File: src/rtl/ctrl_pkg.sv
// ctrl_pkg: shared constants and payload type for the EX-stage control pipe.
//   ALU_*        ALU select encodings (ALU_NOP = 0 is the idle/bubble select)
//   NOP_IR_DEF   default instruction word driven when the stage is empty
//   ex_payload_t instruction word plus ALU select, default widths
package ctrl_pkg;

  localparam logic [2:0] ALU_NOP = 3'd0;
  localparam logic [2:0] ALU_ADD = 3'd1;
  localparam logic [2:0] ALU_SUB = 3'd2;
  localparam logic [2:0] ALU_AND = 3'd3;
  localparam logic [2:0] ALU_OR  = 3'd4;
  localparam logic [2:0] ALU_XOR = 3'd5;
  localparam logic [2:0] ALU_SHL = 3'd6;
  localparam logic [2:0] ALU_SHR = 3'd7;

  localparam logic [15:0] NOP_IR_DEF = 16'h0000;

  typedef struct packed {
    logic [15:0] ir;
    logic [2:0]  alu_sel;
  } ex_payload_t;

endpackage

File: src/rtl/pipe_skid_reg.sv
// pipe_skid_reg: generic 2-entry (main + skid) pipeline register.
//   clk, rst_n           clock, async active-low reset
//   in_valid/in_data     upstream payload, in_ready = skid empty
//   out_valid/out_data   main entry, out_ready from downstream
//   flush                drops main, skid and the incoming payload
// in_ready depends only on registered state, so there is no combinational
// path from out_ready back to upstream.
module pipe_skid_reg #(
  parameter int unsigned W = 8
) (
  input  logic         clk,
  input  logic         rst_n,
  input  logic         in_valid,
  input  logic [W-1:0] in_data,
  output logic         in_ready,
  output logic         out_valid,
  output logic [W-1:0] out_data,
  input  logic         out_ready,
  input  logic         flush
);

  logic         main_v_q, main_v_d;
  logic         skid_v_q, skid_v_d;
  logic [W-1:0] main_q, main_d;
  logic [W-1:0] skid_q, skid_d;
  logic         accept;
  logic         xfer;

  assign in_ready  = !skid_v_q;
  assign out_valid = main_v_q;
  assign out_data  = main_q;
  assign accept    = in_valid && in_ready;
  assign xfer      = main_v_q && out_ready;

  always_comb begin
    main_v_d = main_v_q;
    skid_v_d = skid_v_q;
    main_d   = main_q;
    skid_d   = skid_q;
    if (flush) begin
      main_v_d = 1'b0;
      skid_v_d = 1'b0;
    end else if (!main_v_q || xfer) begin
      // A full skid blocks accept, so skid and input never compete here.
      if (skid_v_q) begin
        main_d   = skid_q;
        main_v_d = 1'b1;
        skid_v_d = 1'b0;
      end else if (accept) begin
        main_d   = in_data;
        main_v_d = 1'b1;
      end else begin
        main_v_d = 1'b0;
      end
    end else if (accept) begin
      skid_d   = in_data;
      skid_v_d = 1'b1;
    end
  end

  always_ff @(posedge clk or negedge rst_n) begin
    if (!rst_n) begin
      main_v_q <= 1'b0;
      skid_v_q <= 1'b0;
      main_q   <= '0;
      skid_q   <= '0;
    end else begin
      main_v_q <= main_v_d;
      skid_v_q <= skid_v_d;
      main_q   <= main_d;
      skid_q   <= skid_d;
    end
  end

endmodule

File: src/rtl/ctrl_ex_pipe.sv
// ctrl_ex_pipe: EX-stage control pipeline register with skid buffer.
//   clk, rst             clock, async active-low reset
//   i_ir_cache/i_valid   instruction from decode, o_ready = can accept
//   i_alu_sel_r          ALU select from decode
//   o_ir_mem/o_valid     instruction to MEM (NOP_IR when not valid)
//   i_ready              MEM accepts
//   o_alu_sel            ALU select (combinational or carried, by SEL_REG)
//   i_flush              kill held and incoming instructions
//   o_stall_cnt          saturating count of cycles held by downstream
module ctrl_ex_pipe
  import ctrl_pkg::*;
#(
  parameter int unsigned    IR_W    = 16,
  parameter int unsigned    SEL_W   = 3,
  parameter logic [IR_W-1:0] NOP_IR = IR_W'(NOP_IR_DEF),
  parameter bit             SEL_REG = 1'b0,
  parameter int unsigned    CNT_W   = 8
) (
  input  logic             clk,
  input  logic             rst,
  input  logic [SEL_W-1:0] i_alu_sel_r,
  input  logic [IR_W-1:0]  i_ir_cache,
  input  logic             i_valid,
  output logic             o_ready,
  output logic [SEL_W-1:0] o_alu_sel,
  output logic [IR_W-1:0]  o_ir_mem,
  output logic             o_valid,
  input  logic             i_ready,
  input  logic             i_flush,
  output logic [CNT_W-1:0] o_stall_cnt
);

  logic [IR_W-1:0]  ir_q;
  logic [CNT_W-1:0] cnt_q, cnt_d;

  if (SEL_REG) begin : g_sel_reg
    typedef struct packed {
      logic [IR_W-1:0]  ir;
      logic [SEL_W-1:0] alu_sel;
    } payload_t;

    payload_t pl_in, pl_out;

    assign pl_in.ir      = i_ir_cache;
    assign pl_in.alu_sel = i_alu_sel_r;

    pipe_skid_reg #(.W($bits(payload_t))) u_skid (
      .clk       (clk),
      .rst_n     (rst),
      .in_valid  (i_valid),
      .in_data   (pl_in),
      .in_ready  (o_ready),
      .out_valid (o_valid),
      .out_data  (pl_out),
      .out_ready (i_ready),
      .flush     (i_flush)
    );

    assign ir_q      = pl_out.ir;
    assign o_alu_sel = o_valid ? pl_out.alu_sel : {SEL_W{1'b0}};
  end else begin : g_sel_comb
    pipe_skid_reg #(.W(IR_W)) u_skid (
      .clk       (clk),
      .rst_n     (rst),
      .in_valid  (i_valid),
      .in_data   (i_ir_cache),
      .in_ready  (o_ready),
      .out_valid (o_valid),
      .out_data  (ir_q),
      .out_ready (i_ready),
      .flush     (i_flush)
    );

    assign o_alu_sel = (i_valid && !i_flush) ? i_alu_sel_r : {SEL_W{1'b0}};
  end

  // Stale payload stays in the register; mask it so MEM only sees NOPs.
  assign o_ir_mem = o_valid ? ir_q : NOP_IR;

  always_comb begin
    cnt_d = cnt_q;
    if (o_valid && !i_ready && !i_flush && (cnt_q != {CNT_W{1'b1}}))
      cnt_d = cnt_q + 1'b1;
  end

  always_ff @(posedge clk or negedge rst) begin
    if (!rst) cnt_q <= '0;
    else      cnt_q <= cnt_d;
  end

  assign o_stall_cnt = cnt_q;

endmodule
File: config.mk
export PLATFORM = sky130hd
export DESIGN_NAME = ctrl_ex_pipe
export DESIGN_NICKNAME = d
export VERILOG_FILES = /design/src/rtl/ctrl_pkg.sv /design/src/rtl/pipe_skid_reg.sv /design/src/rtl/ctrl_ex_pipe.sv
export SDC_FILE = /design/constraint.sdc
export NUM_CORES = 1
export LEC_CHECK = 0
export ABC_AREA = 1
export CAP_MARGIN = 20
export CORE_MARGIN = 5
export CORE_UTILIZATION = 53
export DETAILED_ROUTE_END_ITERATION = 7
export PLACE_DENSITY = 0.84
export SETUP_SLACK_MARGIN = 0.3
export SLEW_MARGIN = 10
export SYNTH_ARGS = -nofsm -noshare
export SYNTH_HDL_FRONTEND = slang
export SYNTH_SLANG_ARGS = --single-unit
File: constraint.sdc
create_clock -name clk -period 2.21 [get_ports clk]
set_input_delay 0.442 -clock clk [delete_from_list [all_inputs] [get_ports clk]]
set_output_delay 0.442 -clock clk [all_outputs]
set_load 0.02 [all_outputs]
==> PnR_summary.wiki <==
{| class="wikitable"
! Metric !! Value
|-
| Result of the run || finished, final reports clean
|-
| Synth Area in Compound Gates || 8.412%
|-
| Worst path depth || 1
|-
| Cell family with most CP delay || buffers and inverters
|-
| Port Buffer Count || 52
|-
| Uppermost signal routing layer after detailed routing || met4
|-
| Post-CTS setup-driven buffer insertion count || 0
|-
| Leak pwr || 1.581 nW
|-
| Maximum number of pins on one net before global-route repair || 43
|-
| Area of the mapped netlist || 2127 um^2
|-
| Share of synthesized cell area in and, or, nand and nor gates || 28.65%
|-
| Multiplexer share of the synthesized area || 0%
|-
| Slew at the pin closest to its max-slew limit || 0.5154 ns
|-
| Starting utilization of the core area || 53.95%
|-
| Routed vias || 1860
|-
| Clock insertion delay at the later pin of the skew report || 0.30 ns
|-
| Cell with the largest stage delay on the worst path || clkdlybuf4s50_1
|-
| Adder and majority cell fraction of the synthesized area || 0.5882%
|-
| Internal Pwr Total || 1.462 mW
|-
| Total Die Area || 5380 um^2
|-
| Crit Path Class || reg -> out
|-
| Detail-routed via count per cell || 4.745
|-
| Worst Path Arrival || 1.40 ns
|-
| Crit path capture type || output pin
|-
| Clock transition time at the flip-flop clock pins of the worst setup and hold paths || 0.08 ns
|-
| Placer congestion estimate || 0.8108
|-
| Synth Area in XOR/XNOR || 1.235%
|-
| Share of total power consumed by net switching || 30.34%
|-
| CTS root buf || clkbuf_8
|-
| Post-synth top area share || 49.41%
|-
| Nets || 366
|-
| Layout cells sized above 1 || 8.187%
|-
| Clock sink total || 42
|-
| Hold buffer count at CTS || 0
|-
| CTS tree || built
|-
| Number of global-route vias before repair || 1787
|-
| R2r startpoint || o_stall_cnt[0]
|-
| Placed wire-length estimate after detailed placement || 3.419 mm
|-
| Per-cell routed wire length || 11.53 um
|-
| Class of the most critical hold timing path || in -> async
|-
| Clk buf depth || 2
|-
| Total routing usage reported by global routing || 18.75%
|-
| Number of core rows || 23
|-
| Crit-path max FO || 6
|-
| P_sw || 0.6369 mW
|-
| # setup viols final || 0
|-
| Launching element type of the critical path || flip-flop
|-
| Routed wl met3 || 241 um
|-
| Reg2reg path depth || 8
|-
| Ports || 53
|-
| Worst R2R End || o_stall_cnt[5]
|-
| Relative contribution of the clock network to total power || 28.4%
|-
| Cell taking the most area after synthesis || dfrtp_1
|-
| Worst max-slew margin expressed relative to the limit || 65.64%
|-
| Power per cell area || 758.8 nW/um^2
|-
| Synthesized net count || 310
|-
| Launching element of the worst setup path || o_stall_cnt[3]
|-
| Top post-synthesis cells by area || dfrtp_1 (49%), nand2_1 (22%), inv_1 (7.9%), o21ai_0 (4.2%), o21ai_1 (3.8%)
|-
| Layout Utilization || 70.17%
|-
| Comb pwr share || 22.8%
|-
| Final Critical Period || 1.845 ns
|-
| Share of the yosys chip area belonging to registers || 49.41%
|-
| Sum of overflow across all layers after global routing || 0
|-
| Number of buffers inserted during clock tree synthesis || 5
|-
| Area grow syn2layout || 30.06%
|-
| Stage delay of the slowest cell on the critical path || 0.65 ns
|-
| Reg power frac || 48.8%
|-
| Max Fclk || 542.0 MHz
|-
| Number of antenna repair diodes || 0
|-
| Final count of pins violating max slew || 0
|-
| Dominant combinational cell family by area after synthesis || simple AND/OR/NAND/NOR gates
|-
| Max-cap viol count || 0
|-
| Part of the cycle the worst path needs || 83.49%
|-
| DRT Pass-1 Iters || 5
|-
| Flops & latches, synth || 42
|-
| Core region area || 3943 um^2
|-
| Post-route design area || 2766 um^2
|-
| Hold Vio Cnt, Final || 0
|-
| Synthesized area per cell || 7.463 um^2
|-
| Endpoint required time on the critical path || 1.77 ns
|-
| Count of antenna-violating nets left after detailed routing || 0
|-
| DRC violation count after routing || 0
|-
| Chain of cells forming the critical path || clkdlybuf4s50_1
|-
| Yosys warns || 0
|-
| Height of the die || 73.35 um
|-
| First-pass GRT wire length || 7.707 mm
|-
| Setup slack of the most critical reg-to-reg path || 0.72 ns
|-
| IR Drop Worst-Case VDD || 0.5102 mV
|-
| Initial DRC Count || 99
|-
| Crit path buf inv count || 1
|-
| Routed length on met1 || 1.924 mm
|-
| Cell area after placement || 2688 um^2
|-
| CTS H-tree depth || 2
|-
| Horizontal die dimension || 73.35 um
|-
| Number of library cell types mapped by synthesis || 22
|-
| Amount of wire on met2 after detailed routing || 2.254 mm
|-
| Number of antenna violations at the first check in global routing || 0
|-
| Maximum clock skew at final layout || 0.004520 ns
|-
| WL final || 4.520 mm
|-
| Synth Instances || 285
|-
| Unrepaired setup endpoints after global routing || false
|}
==> placed cells by master (no fill, tap or decap) <==
master,synthesis,final
nand2_1,126,126
inv_1,45,45
dfrtp_1,42,41
clkdlybuf4s50_1,0,29
o21ai_0,18,18
dlygate4sd2_1,0,17
o21ai_1,16,16
nor2_1,9,9
buf_4,2,7
nand3_1,6,6
clkbuf_8,0,5
xnor2_1,3,3
clkbuf_2,0,3
clkinv_2,0,2
dlymetal6s2s_1,0,2
inv_2,1,1
nand2_4,1,1
nor2_8,1,1
nand3_4,1,1
o21ai_2,1,1
nor2_4,1,1
inv_4,1,1
nand4_1,1,1
nand2_2,1,1
ha_1,1,1
bufinv_16,0,1
buf_2,2,1
dfrtp_2,0,1
==> metrics by stage <==
stage          total power, mW  hold WS, ns  std cells  setup TNS (ns)  setup WS [ns]
4_1_cts                  2.121       0.2120        392               0         0.2691
5_1_grt                  2.229       0.2392        392               0         0.3168
6_report                 2.099       0.1985        392               0         0.3648
3_5_place_dp             1.543       0.4587        384       -0.006772      -0.006772
3_3_place_gp             1.517       0.4542        384               0        0.06504
2_1_floorplan            1.305       0.1464        285               0         0.6552
==> routing by layer <==
| layer | vias to the layer above | track usage, % |
|---|---|---|
| met2 | 44 | 31.38 |
| met4 | 0 | 10.87 |
| met3 | 9 | 4.104 |
| met1 | 843 | 22.06 |
| met5 | - | 0 |
| li1 | 964 | - |
==> layout make-up <==
cell class	count	area, um^2
well taps	50	62.56
multi-input cells	186	827.0
flip-flops and latches	42	1052
inverters	47	178.9
fillers	331	1176
repair buffers	59	536.8
clock buffers	5	68.82
clock inverters	3	40.04
==> Yosys cell counts, drive strengths merged <==
master and n:
ha 1, xnor2 3, clkbuf 3, inv 47
nand2 128, o21ai 35, nand4 1, nor2 11
dfrtp 42, buf 7, nand3 7
==> worst max path at each step <==
stage | to | slack (ns)
global placement | o_alu_sel[1] | 0.07
floorplan | o_ir_mem[10] | 0.66
global route | o_stall_cnt[5] | 0.32
detailed placement | o_alu_sel[1] | -0.007
CTS | o_alu_sel[1] | 0.27
finish | o_stall_cnt[3] | 0.36
==> state kept, by name, summed over array words and instances, names as in the netlist <==
register	cells
g_sel_comb.u_skid.out_data	16
g_sel_comb.u_skid.skid_q	16
o_stall_cnt	8
g_sel_comb.u_skid.out_valid	1
g_sel_comb.u_skid.skid_v_q	1
==> kinds of logic after synthesis <==
group,count (synthesis)
compound gates,35
buf+inv,57
flops,42
fa+ha+maj,1
xor+xnor,3
simple gates,147
==> power groups by stage <==
stage / logic, mW / registers [mW] / clock network, mW
floorplan: 0.258 / 1.05 / 0
global placement: 0.490 / 1.03 / 0
detailed placement: 0.507 / 1.04 / 0
CTS: 0.489 / 1.02 / 0.611
global route: 0.538 / 1.05 / 0.644
finish: 0.479 / 1.02 / 0.596
==> worst register-to-register path: cells and delay by family (launching register included) <==
family                   cells  cell delay, ns
flip-flops                   1            0.48
AND/OR/NAND/NOR              6            0.54
adder cells (fa/ha/maj)      1            0.25
buffers and inverters        1            0.12
==> what timing repair did <==
item,in CTS,in global routing
gates resized for setup,21,8
setup endpoints to repair,20,6
pin swaps,0,0
No activity file was read; power rests on OpenSTA's default activity.
